**src/rtl/btn_conditioner.sv**
```systemverilog
// Button/switch conditioner: four 2-flop synchronizers, each feeding a
// 4-state debounce FSM. Buttons produce one-cycle press pulses; pause toggles.
//
// Ports:
//   clk, reset        - single clock, async active-high reset
//   btn_reset/pause   - raw bouncy push buttons
//   sw_adj/sw_sel     - raw slider switches
//   reset_pulse       - one-cycle pulse per accepted reset press
//   pause_pulse       - one-cycle pulse per accepted pause press
//   pause_state       - 1 = paused, toggled by pause, cleared by reset
//   adj_level         - debounced sw_adj
//   sel_level         - debounced sw_sel (0 = minutes, 1 = seconds)

module btn_debounce #(
  parameter int DEBOUNCE_CYCLES = 1000000,
  parameter int CNT_W           = 24
) (
  input  logic clk,
  input  logic reset,
  input  logic i_raw,
  output logic o_level
);

  typedef enum logic [1:0] {
    S_LO = 2'd0,
    W_HI = 2'd1,
    S_HI = 2'd2,
    W_LO = 2'd3
  } state_t;

  localparam logic [CNT_W-1:0] LP_LAST =
    CNT_W'(DEBOUNCE_CYCLES - 1);
  localparam logic [CNT_W-1:0] LP_ONE = CNT_W'(1);
  localparam logic [CNT_W-1:0] LP_MAX = '1;

  logic [1:0]       r_sync;
  state_t           r_state;
  logic [CNT_W-1:0] r_cnt;
  logic             w_s;

  assign w_s = r_sync[1];

  always_ff @(posedge clk or posedge reset) begin
    if (reset) begin
      r_sync <= '0;
    end else begin
      r_sync <= {r_sync[0], i_raw};
    end
  end

  // The count includes the sample that left the stable state, so the
  // switch happens on the edge that sees the D-th differing sample.
  always_ff @(posedge clk or posedge reset) begin
    if (reset) begin
      r_state <= S_LO;
      r_cnt   <= '0;
    end else begin
      unique case (r_state)
        S_LO: begin
          if (w_s) begin
            r_state <= W_HI;
            r_cnt   <= LP_ONE;
          end else begin
            r_cnt   <= '0;
          end
        end
        W_HI: begin
          if (!w_s) begin
            r_state <= S_LO;
            r_cnt   <= '0;
          end else if (r_cnt >= LP_LAST) begin
            r_state <= S_HI;
            r_cnt   <= '0;
          end else if (r_cnt != LP_MAX) begin
            r_cnt   <= r_cnt + LP_ONE;
          end
        end
        S_HI: begin
          if (!w_s) begin
            r_state <= W_LO;
            r_cnt   <= LP_ONE;
          end else begin
            r_cnt   <= '0;
          end
        end
        W_LO: begin
          if (w_s) begin
            r_state <= S_HI;
            r_cnt   <= '0;
          end else if (r_cnt >= LP_LAST) begin
            r_state <= S_LO;
            r_cnt   <= '0;
          end else if (r_cnt != LP_MAX) begin
            r_cnt   <= r_cnt + LP_ONE;
          end
        end
        default: begin
          r_state <= S_LO;
          r_cnt   <= '0;
        end
      endcase
    end
  end

  assign o_level = (r_state == S_HI) || (r_state == W_LO);

endmodule

module btn_conditioner #(
  parameter int DEBOUNCE_CYCLES = 1000000,
  parameter int CNT_W           = 24
) (
  input  logic clk,
  input  logic reset,
  input  logic btn_reset,
  input  logic btn_pause,
  input  logic sw_adj,
  input  logic sw_sel,
  output logic reset_pulse,
  output logic pause_state,
  output logic pause_pulse,
  output logic adj_level,
  output logic sel_level
);

  logic w_rst_db;
  logic w_pau_db;
  logic w_adj_db;
  logic w_sel_db;
  logic w_rst_rise;
  logic w_pau_rise;

  logic r_rst_lvl;
  logic r_pau_lvl;
  logic r_reset_pulse;
  logic r_pause_pulse;
  logic r_pause_state;
  logic r_adj;
  logic r_sel;

  btn_debounce #(
    .DEBOUNCE_CYCLES(DEBOUNCE_CYCLES),
    .CNT_W(CNT_W)
  ) u_rst (
    .clk(clk), .reset(reset),
    .i_raw(btn_reset), .o_level(w_rst_db)
  );

  btn_debounce #(
    .DEBOUNCE_CYCLES(DEBOUNCE_CYCLES),
    .CNT_W(CNT_W)
  ) u_pau (
    .clk(clk), .reset(reset),
    .i_raw(btn_pause), .o_level(w_pau_db)
  );

  btn_debounce #(
    .DEBOUNCE_CYCLES(DEBOUNCE_CYCLES),
    .CNT_W(CNT_W)
  ) u_adj (
    .clk(clk), .reset(reset),
    .i_raw(sw_adj), .o_level(w_adj_db)
  );

  btn_debounce #(
    .DEBOUNCE_CYCLES(DEBOUNCE_CYCLES),
    .CNT_W(CNT_W)
  ) u_sel (
    .clk(clk), .reset(reset),
    .i_raw(sw_sel), .o_level(w_sel_db)
  );

  // r_*_lvl lag the FSM level by one cycle, so a rise is seen in the
  // first cycle of a new press; pulse and toggle share that edge.
  assign w_rst_rise = w_rst_db & ~r_rst_lvl;
  assign w_pau_rise = w_pau_db & ~r_pau_lvl;

  always_ff @(posedge clk or posedge reset) begin
    if (reset) begin
      r_rst_lvl     <= 1'b0;
      r_pau_lvl     <= 1'b0;
      r_reset_pulse <= 1'b0;
      r_pause_pulse <= 1'b0;
      r_pause_state <= 1'b0;
      r_adj         <= 1'b0;
      r_sel         <= 1'b0;
    end else begin
      r_rst_lvl     <= w_rst_db;
      r_pau_lvl     <= w_pau_db;
      r_reset_pulse <= w_rst_rise;
      r_pause_pulse <= w_pau_rise;
      r_adj         <= w_adj_db;
      r_sel         <= w_sel_db;
      if (w_rst_rise) begin
        r_pause_state <= 1'b0;
      end else if (w_pau_rise) begin
        r_pause_state <= ~r_pause_state;
      end
    end
  end

  assign reset_pulse = r_reset_pulse;
  assign pause_pulse = r_pause_pulse;
  assign pause_state = r_pause_state;
  assign adj_level   = r_adj;
  assign sel_level   = r_sel;

endmodule

```
**config.mk**
```make
export PLATFORM = sky130hd
export DESIGN_NAME = btn_conditioner
export DESIGN_NICKNAME = d
export VERILOG_FILES = /design/src/rtl/btn_conditioner.sv
export SDC_FILE = /design/constraint.sdc
export NUM_CORES = 1
export LEC_CHECK = 0
export ABC_AREA = 1
export BUFFER_PORTS_ARGS = -buffer_cell sky130_fd_sc_hd__buf_2
export CAP_MARGIN = 20
export CORE_ASPECT_RATIO = 0.9
export CORE_MARGIN = 8
export CORE_UTILIZATION = 41
export DETAILED_ROUTE_END_ITERATION = 16
export PLACE_DENSITY_LB_ADDON = 0.08
export SKIP_LAST_GASP = 1
export SLEW_MARGIN = 0
export SYNTH_ARGS = -nofsm -noshare
export SYNTH_HDL_FRONTEND = slang
export SYNTH_SLANG_ARGS = --single-unit
```
**constraint.sdc**
```tcl
create_clock -name clk -period 3.31 [get_ports clk]
set_input_delay 0 -clock clk [delete_from_list [all_inputs] [get_ports clk]]
set_output_delay 0 -clock clk [all_outputs]
set_load 0.01 [all_outputs]
```
Word level (Yosys, flattened, before mapping)
Cells that the tools add are included.
{"block": "classes", "addsub": 4, "n_mul": 0, "div": 0, "n_lt_le_gt_ge": 4, "eq_ne": 32, "shift": 0, "mux": 58, "n_bitwise": 5, "n_reduce_logical": 13}
{"operator": "24-bit 2-to-1 mux", "count": 16}
{"operator": "24-bit one-hot mux with 4 select lines", "count": 4}
{"operator": "24-bit by 1-bit adder with 24-bit output, second input constant", "count": 4}
{"operator": "24-bit by 20-bit greater-or-equal comparator with 1-bit output, second input constant", "count": 4}
{"operator": "24-bit != test, second input constant", "count": 4}
{"operator": "2-bit 2-to-1 mux", "count": 24}
{"operator": "2-bit one-hot mux with 4 select lines", "count": 4}
{"operator": "2-bit equality test, second input constant", "count": 8}
{"operator": "4-bit AND reduction", "count": 4}
{"operator": "3-bit by 1-bit != test with 1-bit output, second input constant", "count": 4}
{"operator": "3-bit != test, second input constant", "count": 4}
{"operator": "1-bit 2-to-1 mux", "count": 10}
{"operator": "2-bit by 1-bit equality test with 1-bit output, second input constant", "count": 4}
{"operator": "2-bit logical NOT", "count": 4}
{"operator": "2-bit by 1-bit != test with 1-bit output, second input constant", "count": 4}
{"operator": "2-bit != test, second input constant", "count": 4}
{"operator": "1-bit logical OR", "count": 4}
{"operator": "1-bit NOT", "count": 3}
{"operator": "1-bit AND", "count": 2}
{"operator": "2-bit nonzero test", "count": 1}
{"block": "totals", "regBits": 119, "latchBits": 0, "ram_bits": 0, "romBits": 0, "in_bits": 6, "output_inout_bits": 5, "elab_cells": 135, "mem_count": 0}

Logic depth before layout (Yosys ltp)
{"block": "depth", "depth_word": 5, "mapped_depth": 11, "depth_no_buf": 11}

Cells and area by module
Synthesis repeated with hierarchy kept, for this count alone.
{"block": "unflattened", "hier_cells": 942, "area_unflattened_um2": 6814.0}
{"module": "btn_debounce at u_adj ...", "instances": 3, "cells_each": 231, "area_each_um2": 1644.1, "seq_area_each_um2": 700.7}
{"module": "btn_debounce at u_sel", "instances": 1, "cells_each": 231, "area_each_um2": 1655.3, "seq_area_each_um2": 700.7}
{"module": "btn_conditioner", "instances": 1, "cells_each": 18, "area_each_um2": 226.5, "seq_area_each_um2": 175.2}

Worst setup path before layout
Ideal clock, no wire load.
{"block": "synth_timing", "path_type": "flip-flop to flip-flop", "from": "reg u_sel.r_cnt[0]", "to": "reg u_sel.r_cnt[3]", "setup_time_ns": 0.119, "arrival_ns": 1.487, "required_time_ns": 3.191, "slack_ns": 1.704, "path_stages_with_launch": 10, "synth_period_minus_slack_ns": 1.606, "cell_sequence": "dfrtp_1 > ha_1 > nand3_2 > nor2_4 > nand2_2 > nor2_4 > nand3_4 > buf_6 > a21oi_1 > nor2_1"}
{"block": "synth_between", "elab_chain_cells": 5, "word_cells_on_any_way": 8, "cone_classes": "1 x add/sub; 1 x order compare; 1 x eq/ne; 5 x mux"}
{"element": "from (decl)", "line_no": "38", "text": "logic [CNT_W-1:0] r_cnt;"}
{"element": "from (signal assigned)", "line_no": "75", "text": "r_cnt <= r_cnt + LP_ONE;"}
{"element": "from (signal assigned)", "line_no": "94", "text": "r_cnt <= r_cnt + LP_ONE;"}
{"element": "24-bit by 1-bit adder with 24-bit output / 24-bit != test (equally long branches)"}
{"element": "24-bit 2-to-1 mux", "line_no": "74, 93"}
{"element": "24-bit 2-to-1 mux *", "line_no": "71", "text": "end else if (r_cnt >= LP_LAST) begin"}
{"element": "24-bit 2-to-1 mux (on tied branches)", "line_no": "87, 68"}
{"element": "24-bit one-hot mux with 4 select lines *", "line_no": "58", "text": "unique case (r_state)"}
Every way passes the cells marked *; elsewhere a longest branch is shown, timed or not.
A chain may end at the register's enable or synchronous reset.

Worst setup path after layout
{"block": "layout_timing", "from": "reg u_rst.r_cnt[0]", "to": "reg u_rst.r_cnt[19]"}
{"block": "layout_between", "elab_chain_cells": 5, "word_cells_on_any_way": 8, "cone_classes": "1 x add/sub; 1 x order compare; 1 x eq/ne; 5 x mux"}
{"element": "from (decl)", "line_no": "38"}
{"element": "from (signal assigned)", "line_no": "75"}
{"element": "from (signal assigned)", "line_no": "94"}
{"element": "24-bit by 1-bit adder with 24-bit output / 24-bit != test (equally long branches)"}
{"element": "24-bit 2-to-1 mux", "line_no": "74, 93"}
{"element": "24-bit 2-to-1 mux *", "line_no": "90", "text": "end else if (r_cnt >= LP_LAST) begin"}
{"element": "24-bit 2-to-1 mux (on tied branches)", "line_no": "87, 68"}
{"element": "24-bit one-hot mux with 4 select lines *", "line_no": "58"}
Marked as above.

==> impl_metrics.py <==
metrics = {
    "place": {
        "hpwl_um": 9559,
        "place.gp.congestion": 0.8593,
        "numPortBuffers": 10,
    },
    "synth": {
        "yosysUniqueCellTypes": 35,
        "syn_inst": 847,
        "synth_area_um2": 6345,
        "yosysSeqAreaShare_pct": 46.93,
        "ys_seq_elements": 119,
        "avgSynthCellArea_um2": 7.491,
        "synth-edff-count": 0,
        "synth-async-reset-ratio_pct": 100.0,
        "synth-main-ff-cell": "dfrtp_1",
        "yosysWarnings": 0,
    },
    "floorplanning": {
        "die_width_um": 147.1,
        "fp.dieH_um": 134.0,
        "core-area_um2": 15280,
        "start_util_pct": 41.52,
        "num_rows": 43,
        "ios": 11,
        "die_area_um2": 19720,
    },
    "setup_path": {
        "startpoint": "u_rst.r_cnt[0]",
        "critPathCaptureType": "flip-flop",
        "crit_top_cell": "nand2_1",
        "cp_slowest_cell": "dfrtp_1",
        "critical_path_class": "flip-flop to flip-flop",
        "regToRegStartpoint": "u_rst.r_cnt[0]",
        "critPathCapture": "u_rst.r_cnt[19]",
        "start_kind": "flip-flop",
        "cpPeakStageDelay_ps": 440,
        "cp.required_ps": 3640,
        "cp_max_fo": 8,
        "r2r_slack_ps": 1140,
        "r2r-end": "u_rst.r_cnt[19]",
        "cp.arrival_ps": 2490,
        "crit_path_cell_trace": "ha_1 > nand2_1 > nor2_2 > nand2_1 > nand2_1 > nand3_1 > nand3_1 > nor2_1 > inv_1 > a21oi_1",
        "r2r_cells": 10,
    },
    "timing": {
        "slew_violations": 0,
        "fin_crit_ps": 2167,
        "setup_viol": 0,
        "tightest_slew_ps": 792.1,
        "fmax_mhz": 461.4,
        "slew_headroom_pct": 47.00,
        "hold_viol": 0,
        "period_share_pct": 65.47,
        "rsz0062_at_grt": "false",
        "tns_ps": 0,
        "fin_skew_ps": 7.286,
    },
    "routing": {
        "via_per_inst": 4.890,
        "wire_per_inst_um": 12.14,
        "routed_wl_um": 13320,
        "vias": 5364,
        "final_antenna_net_count": 0,
        "drc_errors": 0,
        "dr.pass1.iters": 5,
        "drt-initial-drc-count": 323,
    },
    "clock_tree": {
        "ctsRootBufferMaster": "clkbuf_16",
        "cts_buffer_depth": 2,
        "htreeDepth": 4,
        "cts.sinks": 119,
        "cts_made_buffers": 17,
        "cts_tree": "yes",
        "clk-insertion-delay-late_ps": 410,
        "clk_pin_slew_ps": 60,
    },
    "cells_and_area": {
        "post-route-util_pct": 47.64,
        "n_antenna_cell": 0,
        "nets": 893,
        "num-fill-cells": 1535,
        "multi_input_area_um2": 2924,
        "seq_area_um2": 2978,
        "syn_to_final_growth_pct": 14.73,
        "drive_gt1_share_pct": 9.274,
    },
    "grt": {
        "grt_pass1_vias": 5254,
        "track_usage_pct": 14.64,
        "grt_max_degree": 68,
        "grt_pass1_wl_um": 24090,
        "overflow": 0,
        "antenna_found_initial": 0,
    },
    "job": {
        "maxCapViolCount": 0,
    },
    "power": {
        "leakagePower_nw": 3.243,
        "ir_drop_mv": 0.4135,
        "powerDensity_nw_per_um2": 532.4,
    },
    "run_status": {
        "outcome": "finished clean",
    },
    "hold_path": {
        "hold_class": "input pin to flip-flop",
    },
}
critical path, delay by kind of cell (launching register included):
kind	cells	cell delay, ps
AND/OR/NAND/NOR	7	920
flip-flops	1	440
buffers and inverters	1	280
adder cells (fa/ha/maj)	1	260
AO/OA/AOI/OAI	1	180
area by class of cell:
class                      instances  area share [%]
tap                              202           3.472
multi-input combinational        620           40.17
clock buffer                      19           6.085
sequential                       119           40.91
clock inverter                    12           2.011
timing repair buffer              17           1.753
inverter                         108           5.603
worst min-delay path by stage:
stage	cells after the start	slack, ps	to	startpoint
after global routing	2	210	u_rst.r_sync[0]	btn_reset
after detailed placement	1	110	u_rst.r_sync[0]	btn_reset
final	2	230	u_pau.r_sync[0]	btn_pause
after floorplan	0	30	u_adj.r_sync[0]	sw_adj
after global placement	1	110	u_pau.r_sync[0]	btn_pause
after CTS	2	210	u_rst.r_sync[0]	btn_reset
Yosys cell counts (3+ instances only):
master	instances	area (um^2)
nor3_1	15	75.07
clkinv_1	4	15.01
o21ai_0	6	30.03
o21ai_1	6	30.03
and3_1	4	25.02
or2_2	3	18.77
nor2_4	3	33.78
nor3_2	3	30.03
nor2_2	11	68.82
buf_2	6	30.03
nand3_1	57	285.3
nand3b_1	6	45.04
nor4_1	4	25.02
inv_1	94	352.8
xor2_1	12	105.1
dfrtp_1	119	2978
clkbuf_1	4	15.01
buf_6	3	33.78
nand4_1	31	193.9
inv_2	10	37.54
nor2_1	160	600.6
nand2_2	6	37.54
xnor2_1	13	113.9
nand2_1	206	773.2
ha_1	4	50.05
a21oi_1	40	200.2
a31oi_1	6	37.54
metrics by stage:
stage / power (mW) / cells / area, um^2 / worst slack (ps) / hold slack (ps)
final: 3.876 / 1097 / 7279 / 1143 / 230.2
after global routing: 4.082 / 1097 / 7279 / 932.2 / 212.8
after CTS: 3.935 / 1097 / 7279 / 1127 / 208.4
after detailed placement: 2.078 / 1061 / 6640 / 1128 / 111.0
after global placement: 2.063 / 1061 / 6640 / 1122 / 109.3
after floorplan: 1.975 / 862 / 6401 / 152.5 / 31.43
state kept, by name (all words and copies together) (netlist names), named ones only:
signal         flops
u_adj.r_sync       2
u_rst.r_state      1
u_sel.r_state      1
u_rst.r_sync       2
u_pau.r_sync       2
sel_level          1
u_adj.r_state      1
r_pau_lvl          1
u_rst.r_cnt       24
r_rst_lvl          1
u_sel.r_sync       2
u_sel.r_cnt       24
pause_pulse        1
adj_level          1
u_pau.r_cnt       24
pause_state        1
u_pau.r_state      1
reset_pulse        1
u_adj.r_cnt       24
where the power goes:
part	switching [mW]	internal, mW	total (mW)
combinational	0.229	0.140	0.369
clock	0.685	1.14	1.82
sequential	0.102	1.58	1.69
total	1.02	2.86	3.88
cells by family after synthesis:
| group | after synthesis | synth area share, % |
|---|---|---|
| DFF | 119 | 46.93 |
| adders and majority gates | 4 | 0.7888 |
| and+or+nand+nor | 513 | 35.71 |
| other | 1 | 0.05910 |
| AOI/OAI and AO/OA | 62 | 5.186 |
| buffers and inverters | 123 | 7.868 |
| xor gates and xnor gates | 25 | 3.451 |
layout by cell type, fill, tap and decap left out, types with 5 or more instances in the layout:
| cell type | n |
|---|---|
| nand2_1 | 206 |
| nor2_1 | 160 |
| dfrtp_1 | 119 |
| inv_1 | 93 |
| nand3_1 | 57 |
| a21oi_1 | 40 |
| nand4_1 | 31 |
| clkbuf_16 | 17 |
| conb_1 | 16 |
| nor3_1 | 15 |
| xnor2_1 | 13 |
| xor2_1 | 12 |
| nor2_2 | 11 |
| inv_2 | 10 |
| buf_2 | 10 |
| o21ai_0 | 6 |
| nand2_2 | 6 |
| o21ai_1 | 6 |
| nand3b_1 | 6 |
| a31oi_1 | 6 |
| dlygate4sd3_1 | 5 |
per-layer routing:
metal | vias to the layer above | share of wire (%) | wire, um | GRT usage [%]
met2 | 73 | 46 | 6137 | 23.45
met1 | 2526 | 50 | 6633 | 19.00
met4 | 0 | 0.93 | 124 | 5.207
met5 | - | 0 | 0 | 0
li1 | 2750 | - | - | -
met3 | 15 | 3.2 | 424 | 3.468
what timing repair did:
| action | CTS | global route |
|---|---|---|
| gates resized for setup | 0 | 0 |
| setup endpoints to repair | 0 | 0 |
| endpoints found under the hold margin | 56 | 0 |
| buffers inserted | 0 | 0 |
| hold buffers | 5 | 0 |
No activity file was read; power rests on OpenSTA's default activity.
